**config.mk**
```make
export PLATFORM = sky130hd
export DESIGN_NAME = div_iter
export DESIGN_NICKNAME = d
export VERILOG_FILES = /design/src/rtl/div_iter_pkg.sv /design/src/rtl/div_step.sv /design/src/rtl/div_iter.sv
export SDC_FILE = /design/constraint.sdc
export NUM_CORES = 1
export LEC_CHECK = 0
export ABC_AREA = 1
export CAP_MARGIN = 10
export CORE_UTILIZATION = 46
export CTS_CLUSTER_SIZE = 20
export DETAILED_ROUTE_END_ITERATION = 8
export PLACE_DENSITY = 0.74
export REMOVE_ABC_BUFFERS = 1
export SKIP_LAST_GASP = 1
export SYNTH_ARGS = -nofsm -noshare
export SYNTH_HDL_FRONTEND = slang
export SYNTH_SLANG_ARGS = --single-unit
```
**constraint.sdc**
```tcl
create_clock -name clk -period 4.8 [get_ports clk]
set_clock_uncertainty 0.05 [all_clocks]
set_input_delay 0.72 -clock clk [delete_from_list [all_inputs] [get_ports clk]]
set_output_delay 0.72 -clock clk [all_outputs]
set_load 0.05 [all_outputs]
```
**src/rtl/div_iter_pkg.sv**
```systemverilog
// Shared definitions for the iterative divider: FSM encoding,
// iteration count, the divide-by-zero quotient and a magnitude helper.
package div_iter_pkg;

    typedef enum logic [1:0] {
        ST_IDLE = 2'd0,
        ST_BUSY = 2'd1,
        ST_DONE = 2'd2
    } state_t;

    localparam int          DIV_ITER_CNT = 32;
    localparam logic [31:0] DIV0_QUO     = 32'hFFFF_FFFF;

    // Absolute value formed in 33 bits so that 0x80000000 maps to 2^31;
    // with s=0 the operand is taken as unsigned and passed through.
    function automatic logic [31:0] mag32(input logic [31:0] x, input logic s);
        logic [32:0] t;
        t = (s && x[31]) ? (33'd0 - {x[31], x}) : {1'b0, x};
        return 32'(t);
    endfunction

endpackage

```
**src/rtl/div_step.sv**
```systemverilog
// One restoring shift-subtract step on unsigned magnitudes:
// shifts the next dividend bit into the partial remainder and subtracts
// the divisor when it fits, producing one quotient bit.
module div_step (
    input  logic [31:0] i_rem,
    input  logic        i_bit,
    input  logic [31:0] i_div,
    output logic [31:0] o_rem,
    output logic        o_qbit
);

    logic [32:0] w_sh;
    logic [31:0] w_diff;

    assign w_sh   = {i_rem, i_bit};
    // The partial remainder stays below the divisor, so the low 32 bits
    // of the difference are exact whenever the subtraction is taken.
    assign w_diff = w_sh[31:0] - i_div;
    assign o_qbit = (w_sh >= {1'b0, i_div});
    assign o_rem  = o_qbit ? w_diff : w_sh[31:0];

endmodule

```
**src/rtl/div_iter.sv**
```systemverilog
// Iterative 32-bit signed/unsigned divider, one quotient bit per cycle.
// Operands are latched on start; magnitudes are divided and the signs
// fixed up combinationally in DONE. quo/rem hold the last valid result.
module div_iter
    import div_iter_pkg::*;
(
    input  logic        clk,
    input  logic        resetn,
    input  logic        start,
    input  logic        sign,
    input  logic [31:0] a,
    input  logic [31:0] b,
    input  logic        annul,
    output logic        busy,
    output logic        valid,
    output logic [31:0] quo,
    output logic [31:0] rem,
    output logic        stall
);

    state_t      r_state;
    logic [5:0]  r_cnt;
    logic [31:0] r_a;        // raw dividend, returned as remainder on b==0
    logic [31:0] r_bmag;     // divisor magnitude
    logic [31:0] r_dvd;      // dividend magnitude, shifts out; quotient shifts in
    logic [31:0] r_prem;     // partial remainder magnitude
    logic        r_neg_q;
    logic        r_neg_r;
    logic        r_div0;
    logic [31:0] r_quo_out;
    logic [31:0] r_rem_out;

    logic [31:0] w_nrem;
    logic        w_qbit;
    logic        w_valid;
    logic [31:0] w_fin_quo;
    logic [31:0] w_fin_rem;

    div_step u_step (
        .i_rem  (r_prem),
        .i_bit  (r_dvd[31]),
        .i_div  (r_bmag),
        .o_rem  (w_nrem),
        .o_qbit (w_qbit)
    );

    assign w_fin_quo = r_div0  ? DIV0_QUO :
                       r_neg_q ? (32'd0 - r_dvd) : r_dvd;
    assign w_fin_rem = r_div0  ? r_a :
                       r_neg_r ? (32'd0 - r_prem) : r_prem;

    // A flush in the DONE cycle must kill that cycle's pulse, so valid
    // is qualified combinationally by annul.
    assign w_valid = (r_state == ST_DONE) && !annul;
    assign valid   = w_valid;
    assign busy    = (r_state != ST_IDLE);
    assign quo     = w_valid ? w_fin_quo : r_quo_out;
    assign rem     = w_valid ? w_fin_rem : r_rem_out;
    assign stall   = (start && (r_state == ST_IDLE) && !annul) || (busy && !w_valid);

    // Control FSM plus operand/working registers; annul overrides everything.
    always_ff @(posedge clk or negedge resetn) begin
        if (!resetn) begin
            r_state   <= ST_IDLE;
            r_cnt     <= '0;
            r_a       <= '0;
            r_bmag    <= '0;
            r_dvd     <= '0;
            r_prem    <= '0;
            r_neg_q   <= 1'b0;
            r_neg_r   <= 1'b0;
            r_div0    <= 1'b0;
            r_quo_out <= '0;
            r_rem_out <= '0;
        end else if (annul) begin
            r_state <= ST_IDLE;
            r_cnt   <= '0;
        end else begin
            case (r_state)
                ST_IDLE: begin
                    if (start) begin
                        r_a     <= a;
                        r_bmag  <= mag32(b, sign);
                        r_dvd   <= mag32(a, sign);
                        r_prem  <= '0;
                        r_cnt   <= '0;
                        r_neg_q <= sign && (a[31] != b[31]);
                        r_neg_r <= sign && a[31];
                        r_div0  <= (b == 32'd0);
                        r_state <= (b == 32'd0) ? ST_DONE : ST_BUSY;
                    end
                end
                ST_BUSY: begin
                    r_prem <= w_nrem;
                    r_dvd  <= {r_dvd[30:0], w_qbit};
                    if (r_cnt == 6'(DIV_ITER_CNT - 1)) begin
                        r_cnt   <= '0;
                        r_state <= ST_DONE;
                    end else begin
                        r_cnt <= r_cnt + 6'd1;
                    end
                end
                ST_DONE: begin
                    r_quo_out <= w_fin_quo;
                    r_rem_out <= w_fin_rem;
                    r_state   <= ST_IDLE;
                end
                default: r_state <= ST_IDLE;
            endcase
        end
    end

endmodule

```
==> impl_results.md <==
- Status: finished clean
- Clock input transition at the sequential cells of the worst setup and hold paths: roughly 0.06 ns
- First DRT Iteration DRCs: about 1400
- Most repeated cell in the gate-level netlist after synthesis: nand2_1
- Main flop type after synthesis: dfrtp_1
- Count of distinct cell types in the synthesized netlist: a little under 50
- DRC errors left: 0
- Number of synthesis warnings: 0
- Tot Pwr: roughly 9.0 mW
- Worst r2r dst: r_prem[29]$_DFFE_PN0P_
- Cells taking the most area after synthesis: dfrtp_1 (34%), nand2_1 (18%), inv_1 (8.0%), nand3_1 (7.5%), o21ai_0 (5.5%)
- Sequential share of the synthesized area: 0.3407
- First-pass GRT wire length: roughly 76000 um
- Total via count in the routed design: 15520
- Cell Rows: between 60 and 70
- Biggest area consumer among synthesized cells: dfrtp_1
- HPWL after detailed placement: 36020 um
- Combinational family with the most area after synthesis: simple AND/OR/NAND/NOR gates
- Maximum Capacitance Violations: 0
- Chip height: between 150 and 200 um
- Pins over their slew limit: 0
- H-Tree Level Count: 1
- Final ANT Viol Nets: 0
- Leftover overflow at the end of global routing: 0
- Arrival time at the worst endpoint: approximately 3.5 ns
- Buffer depth of the longest clock path: 3
- Final period demand of the worst path: between 4 and 5 ns
- Clock root buffer: clkbuf_16
- Compound-cell area share of the yosys netlist: 0.1286
- Via count normalized by instance count: 5.474
- Total GRT Usage: 0.2860
- Clock latency of the later-clocked register in the worst-skew pair: roughly 0.54 ns
- Area of the placeable core: ~32000 sq um
- Reg2Reg Launch Point: r_prem[19]$_DFFE_PN0P_
- Area used by multi-input combinational logic: a little over 8000 sq um
- Simple-gate portion of the synthesized area: 0.3565
- Final routed wirelength across all metal layers: ~47000 um
- Commonest cells in the netlist: nand2_1 (725), inv_1 (316), nand3_1 (224)
- Xor-xnor portion of the synthesized cell area: 0.03289
- Average cell area after synthesis: 6.463 sq um
- Cell area after synthesis: approximately 15000 sq um
- Final worst path period share: 0.8941
- Count of buffers added by post-CTS timing repair for setup: 0
- Maximum vdd drop: around 500 uV
- Leakage power figure: between 9 and 10 nW
- #FFs+latches synth: roughly 200
- Number of cells produced by synthesis: roughly 2300
- Die outline width: about 180 um
- Average wire per cell in the routed design: approximately 16 um
- Share of the synthesized area in the top cell type: 0.3407
- CTS buffer count: 24
- Hold violation count in the final report: 0
- Input/output buffers: roughly 140
- Unrepaired setup endpoints after global routing: false
- Peak fanout along the critical path: 6
- Mux share of post-synthesis cell area: 0
- Worst min path class: in2async
- Area of the die: 33140 sq um
- Biggest cell delay along the critical path: 0.90 ns
- PostCTS Resize Cnt: 0
- CP endpoint kind: output port
- Pin count of the biggest net entering global routing: 105
- Most frequent CP cell: o21ai_0
- Number of global-route vias before repair: 14700
- Routability cong.: about 1
- Count of hold buffers inserted by post-cts repair: 0
- Clock tree from TritonCTS: built
- Share of cells above drive strength 1: 0.07316
- Max Fclk: 233.0 MHz
- Number of optimization iterations in the first detailed-route pass: 5
- Area of all sequential standard cells: 5080 sq um
- Crit path launch type: flop
- Critical path, cell by cell: inv_1, ha_1, nand4_1, nor2_1, nand2_1, a21oi_1, o21ai_0, o21ai_0, clkdlybuf4s50_1
- Post-synthesis to final-layout area growth: 16.91%
- Worst-margin pin slew: 1.047 ns
- Type of the worst setup path: reg2out
- Worst R2R Path Depth: 10
- Number of nets at the end of the flow: about 2500
- Cell at the slowest stage of the critical path: clkdlybuf4s50_1
- Sink Count: slightly above 200
- Share of flip-flops with an asynchronous set or reset after synthesis: 1.000
- Register-to-Register Setup Slack: 2.01 ns
- Required time at the worst-slack endpoint: between 4 and 5 ns
- Antenna violations before repair: 1
- Power Dens Cells: slightly above 500 nW/um^2
- Number of ports placed on the die boundary: about 140
- Filler cell count: between 3000 and 4000
- Max transition margin: 0.3009
- Initial cell density of the core: 0.4701
- Final-report setup violation count: 0
- Worst hold margin: 0.05920 ns
- Adder and majority gate portion of the synthesized area: 0.03239
- Number of synthesized flops with an enable pin: 0
[power by group]
group | switching, mW | total, mW | internal (mW)
combinational | 3.20 | 4.71 | 1.51
clock | 0.754 | 1.84 | 1.08
sequential | 0.294 | 2.49 | 2.20
[worst max-delay path: cells and delay by family (launching register included)]
| kind | cells | cell delay (ns) |
|---|---|---|
| buffers and inverters | 2 | 1.09 |
| AND/OR/NAND/NOR | 3 | 0.63 |
| flip-flops | 1 | 0.41 |
| adder cells (fa/ha/maj) | 1 | 0.22 |
| AO/OA/AOI/OAI | 3 | 0.63 |
[cell families (layout without fill, tap and decap cells)]
kind of cell	Yosys count	after routing
buffers and inverters	416	542
AOI/OAI and AO/OA	346	346
adders and majority gates	38	38
and+or+nand+nor	1248	1248
DFF	203	203
xor gates and xnor gates	56	56
other	0	1
[per-stage QoR]
stage	std cells	worst slack, ns	instance area (sq um)	setup TNS, ns	util
6_report	2836	0.5081	17430	0	0.5496
3_5_place_dp	2791	0.8276	16640	0	0.5247
3_3_place_gp	2791	0.8657	16640	0	0.5247
4_1_cts	2835	0.4993	17430	0	0.5495
5_1_grt	2835	0.3594	17430	0	0.5495
2_1_floorplan	2229	-1.147	14560	-59.60	-
[metal layers]
layer | wire length (um) | global-route usage | vias to the layer above
li1 | - | - | 7602
met1 | 21150 | 0.4132 | 7191
met2 | 20010 | 0.4359 | 641
met3 | 3940 | 0.04573 | 89
met4 | 1408 | 0.09008 | 0
met5 | 0 | 0 | -
[placed cells by master, fill, tap and decap left out, types with 7 or more instances in the layout]
cell	instances
or2_2	8
nor3_1	30
inv_2	17
nand3_1	224
a21oi_1	88
clkbuf_1	7
nand2_1	725
o21ai_1	23
clkdlybuf4s50_1	84
ha_1	37
inv_1	316
nor2_1	182
dfrtp_1	203
o21ai_0	165
nand2_2	13
nand4_1	30
buf_12	12
xnor2_1	16
xor2_1	40
nor2_2	14
clkbuf_16	24
o211ai_1	19
o22ai_1	11
o21a_1	10
buf_4	63
[cell type report]
cell class	instances	area share
sequential	203	0.2914
clock inverter	10	0.006891
timing repair buffer	160	0.08994
antenna	1	0.0001436
clock buffer	34	0.03833
tap	402	0.02885
multi-input combinational	1688	0.4716
inverter	338	0.07278
[flip-flops by register name, summed over array words and instances (netlist names)]
name,cells
r_a,32
r_bmag,32
r_dvd,32
r_prem,32
r_quo_out,32
r_rem_out,32
r_cnt,6
r_state,2
r_div0,1
r_neg_q,1
r_neg_r,1
[how the worst max path moves through the flow]
stage	from	end	cells past startpoint
floorplan	annul	quo[5]	5
global placement	annul	rem[14]	7
detailed placement	annul	rem[18]	6
CTS	r_prem[0]$_DFFE_PN0P_	rem[14]	9
global route	r_prem[0]$_DFFE_PN0P_	rem[14]	9
finish	r_prem[0]$_DFFE_PN0P_	rem[14]	9
Note: power is estimated with default switching activity, not from simulation.
